--- src/rtl/bin2ascii_pkg.sv ---
// Shared types and constants for the binary-to-decimal-ASCII streamer.
package bin2ascii_pkg;

  typedef enum logic [2:0] {IDLE, CONV, SIGN, EMIT, TERM} state_t;

  localparam logic [7:0] ASCII_ZERO  = 8'h30;
  localparam logic [7:0] ASCII_MINUS = 8'h2D;

  // Decimal digits needed to hold the largest unsigned value of a given width.
  function automatic int min_digits(input int width);
    longint unsigned maxv;
    longint unsigned p;
    int d;
    maxv = (64'd1 << width) - 64'd1;
    d = 1;
    p = 64'd10;
    for (int i = 0; i < 20; i++) begin
      if (p <= maxv) begin
        d++;
        p = p * 64'd10;
      end
    end
    return d;
  endfunction

endpackage

--- src/rtl/bcd_dabble_core.sv ---
// Iterative shift-and-add-3 converter: done pulses DATA_WIDTH+1 cycles after start.
// bcd holds the result until the next start; no backpressure (caller waits for done).
module bcd_dabble_core #(
  parameter int DATA_WIDTH = 16,
  parameter int NUM_DIGITS = 5
) (
  input  logic                      clk,
  input  logic                      rst_n,
  input  logic                      start,
  input  logic [DATA_WIDTH-1:0]     bin,
  output logic                      done,
  output logic [4*NUM_DIGITS-1:0]   bcd
);
  localparam int BW = 4*NUM_DIGITS;
  localparam int CW = $clog2(DATA_WIDTH + 1);

  logic [DATA_WIDTH-1:0] shreg;
  logic [CW-1:0]         cnt;
  logic                  running;
  logic [BW-1:0]         adj;

  // Per-nibble correction; no carry crosses a nibble boundary.
  always_comb begin
    adj = bcd;
    for (int i = 0; i < NUM_DIGITS; i++) begin
      if (bcd[4*i +: 4] >= 4'd5) adj[4*i +: 4] = bcd[4*i +: 4] + 4'd3;
    end
  end

  always_ff @(posedge clk or negedge rst_n) begin
    if (!rst_n) begin
      shreg   <= '0;
      bcd     <= '0;
      cnt     <= '0;
      running <= 1'b0;
      done    <= 1'b0;
    end else begin
      done <= 1'b0;
      if (start) begin
        shreg   <= bin;
        bcd     <= '0;
        cnt     <= '0;
        running <= 1'b1;
      end else if (running) begin
        bcd   <= {adj[BW-2:0], shreg[DATA_WIDTH-1]};
        shreg <= {shreg[DATA_WIDTH-2:0], 1'b0};
        cnt   <= cnt + 1'b1;
        if (cnt == CW'(DATA_WIDTH - 1)) begin
          running <= 1'b0;
          done    <= 1'b1;
        end
      end
    end
  end

endmodule

--- src/rtl/bin2ascii_stream.sv ---
// Converts one binary word to an ASCII decimal byte stream ('-', digits, terminator).
// First byte DATA_WIDTH+1 cycles after accept; out bytes hold until out_ready, no new word until done.
module bin2ascii_stream
  import bin2ascii_pkg::*;
#(
  parameter int         DATA_WIDTH = 16,
  parameter int         NUM_DIGITS = 5,
  parameter int         SIGNED_EN  = 0,
  parameter int         TERM_EN    = 1,
  parameter logic [7:0] TERM_CHAR  = 8'h0D
) (
  input  logic                  clk,
  input  logic                  rst_n,
  input  logic                  in_valid,
  output logic                  in_ready,
  input  logic [DATA_WIDTH-1:0] in_data,
  input  logic                  lz_suppress,
  output logic                  out_valid,
  input  logic                  out_ready,
  output logic [7:0]            out_data,
  output logic                  out_last,
  output logic                  busy
);
  localparam int BW = 4*NUM_DIGITS;
  localparam int IW = (NUM_DIGITS > 1) ? $clog2(NUM_DIGITS) : 1;

  if (NUM_DIGITS < min_digits(DATA_WIDTH)) begin : g_digits_check
    $error("NUM_DIGITS too small for DATA_WIDTH");
  end

  state_t                state;
  logic                  neg;
  logic                  lz;
  logic [IW-1:0]         idx;
  logic [IW-1:0]         lead;
  logic [IW-1:0]         first_idx;
  logic                  start;
  logic                  done;
  logic                  xfer;
  logic                  in_neg;
  logic [DATA_WIDTH-1:0] mag;
  logic [BW-1:0]         bcd;

  assign in_ready = (state == IDLE);
  assign busy     = ~in_ready;
  assign start    = in_valid & in_ready;
  assign xfer     = out_valid & out_ready;
  assign in_neg   = (SIGNED_EN != 0) && in_data[DATA_WIDTH-1];
  assign mag      = in_neg ? -in_data : in_data;

  bcd_dabble_core #(
    .DATA_WIDTH (DATA_WIDTH),
    .NUM_DIGITS (NUM_DIGITS)
  ) u_core (
    .clk   (clk),
    .rst_n (rst_n),
    .start (start),
    .bin   (mag),
    .done  (done),
    .bcd   (bcd)
  );

  // Highest nonzero digit; an all-zero value still emits digit 0.
  always_comb begin
    lead = '0;
    for (int i = 1; i < NUM_DIGITS; i++) begin
      if (bcd[4*i +: 4] != 4'd0) lead = IW'(i);
    end
    first_idx = lz ? lead : IW'(NUM_DIGITS - 1);
  end

  function automatic logic [7:0] ascii_of(input logic [BW-1:0] b, input logic [IW-1:0] i);
    return ASCII_ZERO + {4'd0, b[4*i +: 4]};
  endfunction

  function automatic logic last_of(input logic [IW-1:0] i);
    return (TERM_EN == 0) && (i == '0);
  endfunction

  always_ff @(posedge clk or negedge rst_n) begin
    if (!rst_n) begin
      state     <= IDLE;
      neg       <= 1'b0;
      lz        <= 1'b0;
      idx       <= '0;
      out_valid <= 1'b0;
      out_data  <= 8'h00;
      out_last  <= 1'b0;
    end else begin
      case (state)
        IDLE: begin
          if (start) begin
            neg   <= in_neg;
            lz    <= lz_suppress;
            state <= CONV;
          end
        end
        CONV: begin
          if (done) begin
            idx       <= first_idx;
            out_valid <= 1'b1;
            if (neg) begin
              state    <= SIGN;
              out_data <= ASCII_MINUS;
              out_last <= 1'b0;
            end else begin
              state    <= EMIT;
              out_data <= ascii_of(bcd, first_idx);
              out_last <= last_of(first_idx);
            end
          end
        end
        SIGN: begin
          if (xfer) begin
            state    <= EMIT;
            out_data <= ascii_of(bcd, idx);
            out_last <= last_of(idx);
          end
        end
        EMIT: begin
          if (xfer) begin
            if (idx == '0) begin
              if (TERM_EN != 0) begin
                state    <= TERM;
                out_data <= TERM_CHAR;
                out_last <= 1'b1;
              end else begin
                state     <= IDLE;
                out_valid <= 1'b0;
                out_data  <= 8'h00;
                out_last  <= 1'b0;
              end
            end else begin
              idx      <= idx - 1'b1;
              out_data <= ascii_of(bcd, idx - 1'b1);
              out_last <= last_of(idx - 1'b1);
            end
          end
        end
        TERM: begin
          if (xfer) begin
            state     <= IDLE;
            out_valid <= 1'b0;
            out_data  <= 8'h00;
            out_last  <= 1'b0;
          end
        end
        default: state <= IDLE;
      endcase
    end
  end

endmodule

--- config.mk ---
export PLATFORM = sky130hd
export DESIGN_NAME = bin2ascii_stream
export DESIGN_NICKNAME = d
export VERILOG_FILES = /design/src/rtl/bin2ascii_pkg.sv /design/src/rtl/bcd_dabble_core.sv /design/src/rtl/bin2ascii_stream.sv
export SDC_FILE = /design/constraint.sdc
export NUM_CORES = 1
export LEC_CHECK = 0
export BUFFER_PORTS_ARGS = -buffer_cell sky130_fd_sc_hd__clkbuf_2
export CORE_UTILIZATION = 45
export CTS_CLUSTER_SIZE = 10
export DETAILED_ROUTE_END_ITERATION = 10
export HOLD_SLACK_MARGIN = 0.1
export SYNTH_ARGS = -nofsm -noshare
export SYNTH_HDL_FRONTEND = slang
export SYNTH_SLANG_ARGS = --single-unit
--- constraint.sdc ---
create_clock -name clk -period 3.3 [get_ports clk]
set_input_delay 0.33 -clock clk [delete_from_list [all_inputs] [get_ports clk]]
set_output_delay 0.33 -clock clk [all_outputs]
set_load 0.01 [all_outputs]
==> qor.yml <==
cells_and_area:
  antenna_cells: 0
  mostFrequentLayoutCells: "dfrtp_1, nand2_1, nor2_1, o21ai_0, a21oi_1"
  mostFrequentLayoutCell: "dfrtp_1"
  nets: 439
  drive_gt1_frac: 0.1544
  design_area_um2: 3857
  synthToLayoutAreaGrowth_pct: 11.10
sta:
  hold_viol_final: 0
  period_minus_slack_ns: 2.470
  fin_skew_ns: 0.01165
  final.setup.tns_ns: 0
  fin_ws_ns: 0.8295
  rsz0062_at_grt: "no"
  fmax_ghz: 0.4048
  finalCritPeriodShare: 0.7486
  slew_violations: 0
  worst_pin_slew_ns: 0.9304
  slew_headroom: 0.3797
  setup_viol: 0
global_route:
  overflow: 0
  grt_use_total: 0.1994
  grt_pass1_vias: 2711
  antenna_found_initial: 0
  grt_max_degree: 49
  grt_pass1_wl_mm: 12.83
floorplan:
  placeableCoreArea_um2: 7370
  start_util: 0.4711
  dieArea_um2: 8071
  die_h_um: 89.84
  die_w_um: 89.84
  rows: 31
  io_pins: 33
synth:
  synthCells: 379
  synth-edff-count: 0
  synth_seq_area_share: 0.4108
  ys_warn_count: 0
  async_reset_ff_frac: 1.000
  synth_flop_cell: "dfrtp_1"
  synthTopCellsByArea: "dfrtp_1, mux2i_1, ha_1, o21ai_0, nand2_1"
  synth-seq-cells: 57
  synthesis.area_um2: 3472
  yosys.area.top_type_share: 0.4108
  synth.distinct_cells: 42
  avgSynthCellArea_um2: 9.161
  synth_top_area_cell: "dfrtp_1"
place:
  detailed_place.area_um2: 3676
  place.gp.congestion: 0.9282
  dp_hpwl_mm: 5.305
  pre_cts_slack_ns: 0.8379
  portBuffers: 30
clocking:
  cts_tree: "done"
  post_cts_buffers: 0
  htreeDepth: 3
  numCtsBuffers: 9
  clkTransAtPathRegs_ns: 0.07
  clk_path_buf_depth: 2
  ctsResizeCount: 0
  postCtsHoldBufs: 0
  root_buffer: "clkbuf_8"
  clkSinkCount: 57
  clk_latency_ns: 0.35
setup_path:
  cpLargestDelayFamily: "flip-flops"
  path_cells: "inv_1, ha_1, mux4_2, a221oi_1, nor2_1, a21oi_1, a21oi_1"
  worst_path_max_delay_cell: "dfrtp_1"
  path_buf_inv: 1
  cpPeakStageDelay_ns: 0.60
  criticalPathCategory: "flop to flop"
  cp-start-kind: "flop"
  cp_common_cell: "a21oi_1"
  endpoint_kind: "flop"
  worst-path-max-fanout: 9
  arrival_ns: 2.69
  cp_data_required_time_ns: 3.52
routing:
  vias: 2778
  via_per_inst: 5.479
  drt-initial-drc-count: 192
  wl_per_cell_um: 14.72
  drc: 0
  firstDrtPassIters: 4
  wl_mm: 7.465
  drtAntennaViolNets: 0
pwr:
  ir_drop_uv: 276.0
  power_density_nw_per_um2: 977.1
  p_leak_nw: 1.731
min_path:
  min_path_type: "primary input to asynchronous set/reset pin"
flow_run:
  maxCapViolations: 0
outcome:
  outcome: "finished, final reports clean"
==> registers in the layout, summed over array words and instances, names as in the netlist <==
register	count
u_core.cnt	5
out_data	5
out_last	1
u_core.running	1
out_valid	1
state	3
u_core.bcd	20
idx	3
u_core.shreg	16
u_core.done	1
lz	1
==> worst register-to-register path, stage by stage (launching register included) <==
cell and delay (ns):
dfrtp_1 0.60, inv_1 0.16, ha_1 0.47, mux4_2 0.55
a221oi_1 0.26, nor2_1 0.09, a21oi_1 0.13, a21oi_1 0.08
==> power breakdown <==
part           switching (W)  internal (W)
registers           0.000414      0.000996
logic               0.000928      0.000832
clock network       0.000306      0.000293
==> cell type report <==
| class | count | area, µm² |
|---|---|---|
| clock buffer | 10 | 137.6 |
| clock inverter | 6 | 43.79 |
| fill | 700 | 3512 |
| inverter | 17 | 63.81 |
| multi-input combinational | 284 | 1881 |
| sequential | 57 | 1428 |
| tap | 99 | 123.9 |
| timing repair buffer | 34 | 180.2 |
==> logic make-up (layout without fill, tap and decap cells) <==
logic type | count (synthesis) | count (layout) | synth area share
simple gates | 126 | 126 | 0.1741
compound gates | 98 | 98 | 0.1733
flops | 57 | 57 | 0.4108
buf+inv | 39 | 67 | 0.04901
mux | 34 | 34 | 0.1150
fa+ha+maj | 15 | 15 | 0.05405
xor+xnor | 9 | 9 | 0.02270
other cells | 1 | 2 | 0.001080
==> stage by stage <==
stage	utilization	std cells	hold slack, ns	power, W
3_3_place_gp	0.4988	491	0.4738	0.003144
4_1_cts	0.5234	507	0.1453	0.003795
5_1_grt	0.5234	507	0.1811	0.004119
6_report	0.5234	507	0.1134	0.003769
2_1_floorplan	-	380	0.03441	0.002753
3_5_place_dp	0.4988	491	0.4822	0.003179
==> cells in the mapped netlist, drive strengths merged (5+ instances only) <==
library cell / instances
inv: 17
mux2i: 26
a221oi: 7
a21oi: 33
nand2: 46
nor3b: 7
clkbuf: 9
a211oi: 5
nor2: 38
o22ai: 5
nand2b: 5
nor2b: 7
xnor2: 7
buf: 13
dfrtp: 57
ha: 15
o21ai: 37
nand3: 9
==> path summary, 6_finish.rpt <==
path / slack, ns / cells after the start / endpoint / startpoint
hold / removal: 0.11 / 1 / out_data[4] / rst_n
setup / recovery: 0.83 / 7 / out_data[0] / idx[0]
max in group asynchronous: 2.34 / 2 / u_core.bcd[4] / rst_n
min in group clk: 0.18 / 3 / lz / lz_suppress
hold reg to reg: 0.49 / 2 / out_last / out_last
setup reg to reg: 0.83 / 7 / out_data[0] / idx[0]
==> per-layer routing <==
metal / global-route usage / routed length (µm)
met5: 0 / 0
met4: 0.1038 / 216
met3: 0.04061 / 257
met2: 0.3026 / 3350
met1: 0.2691 / 3641
(Power assumes the default switching activity.)
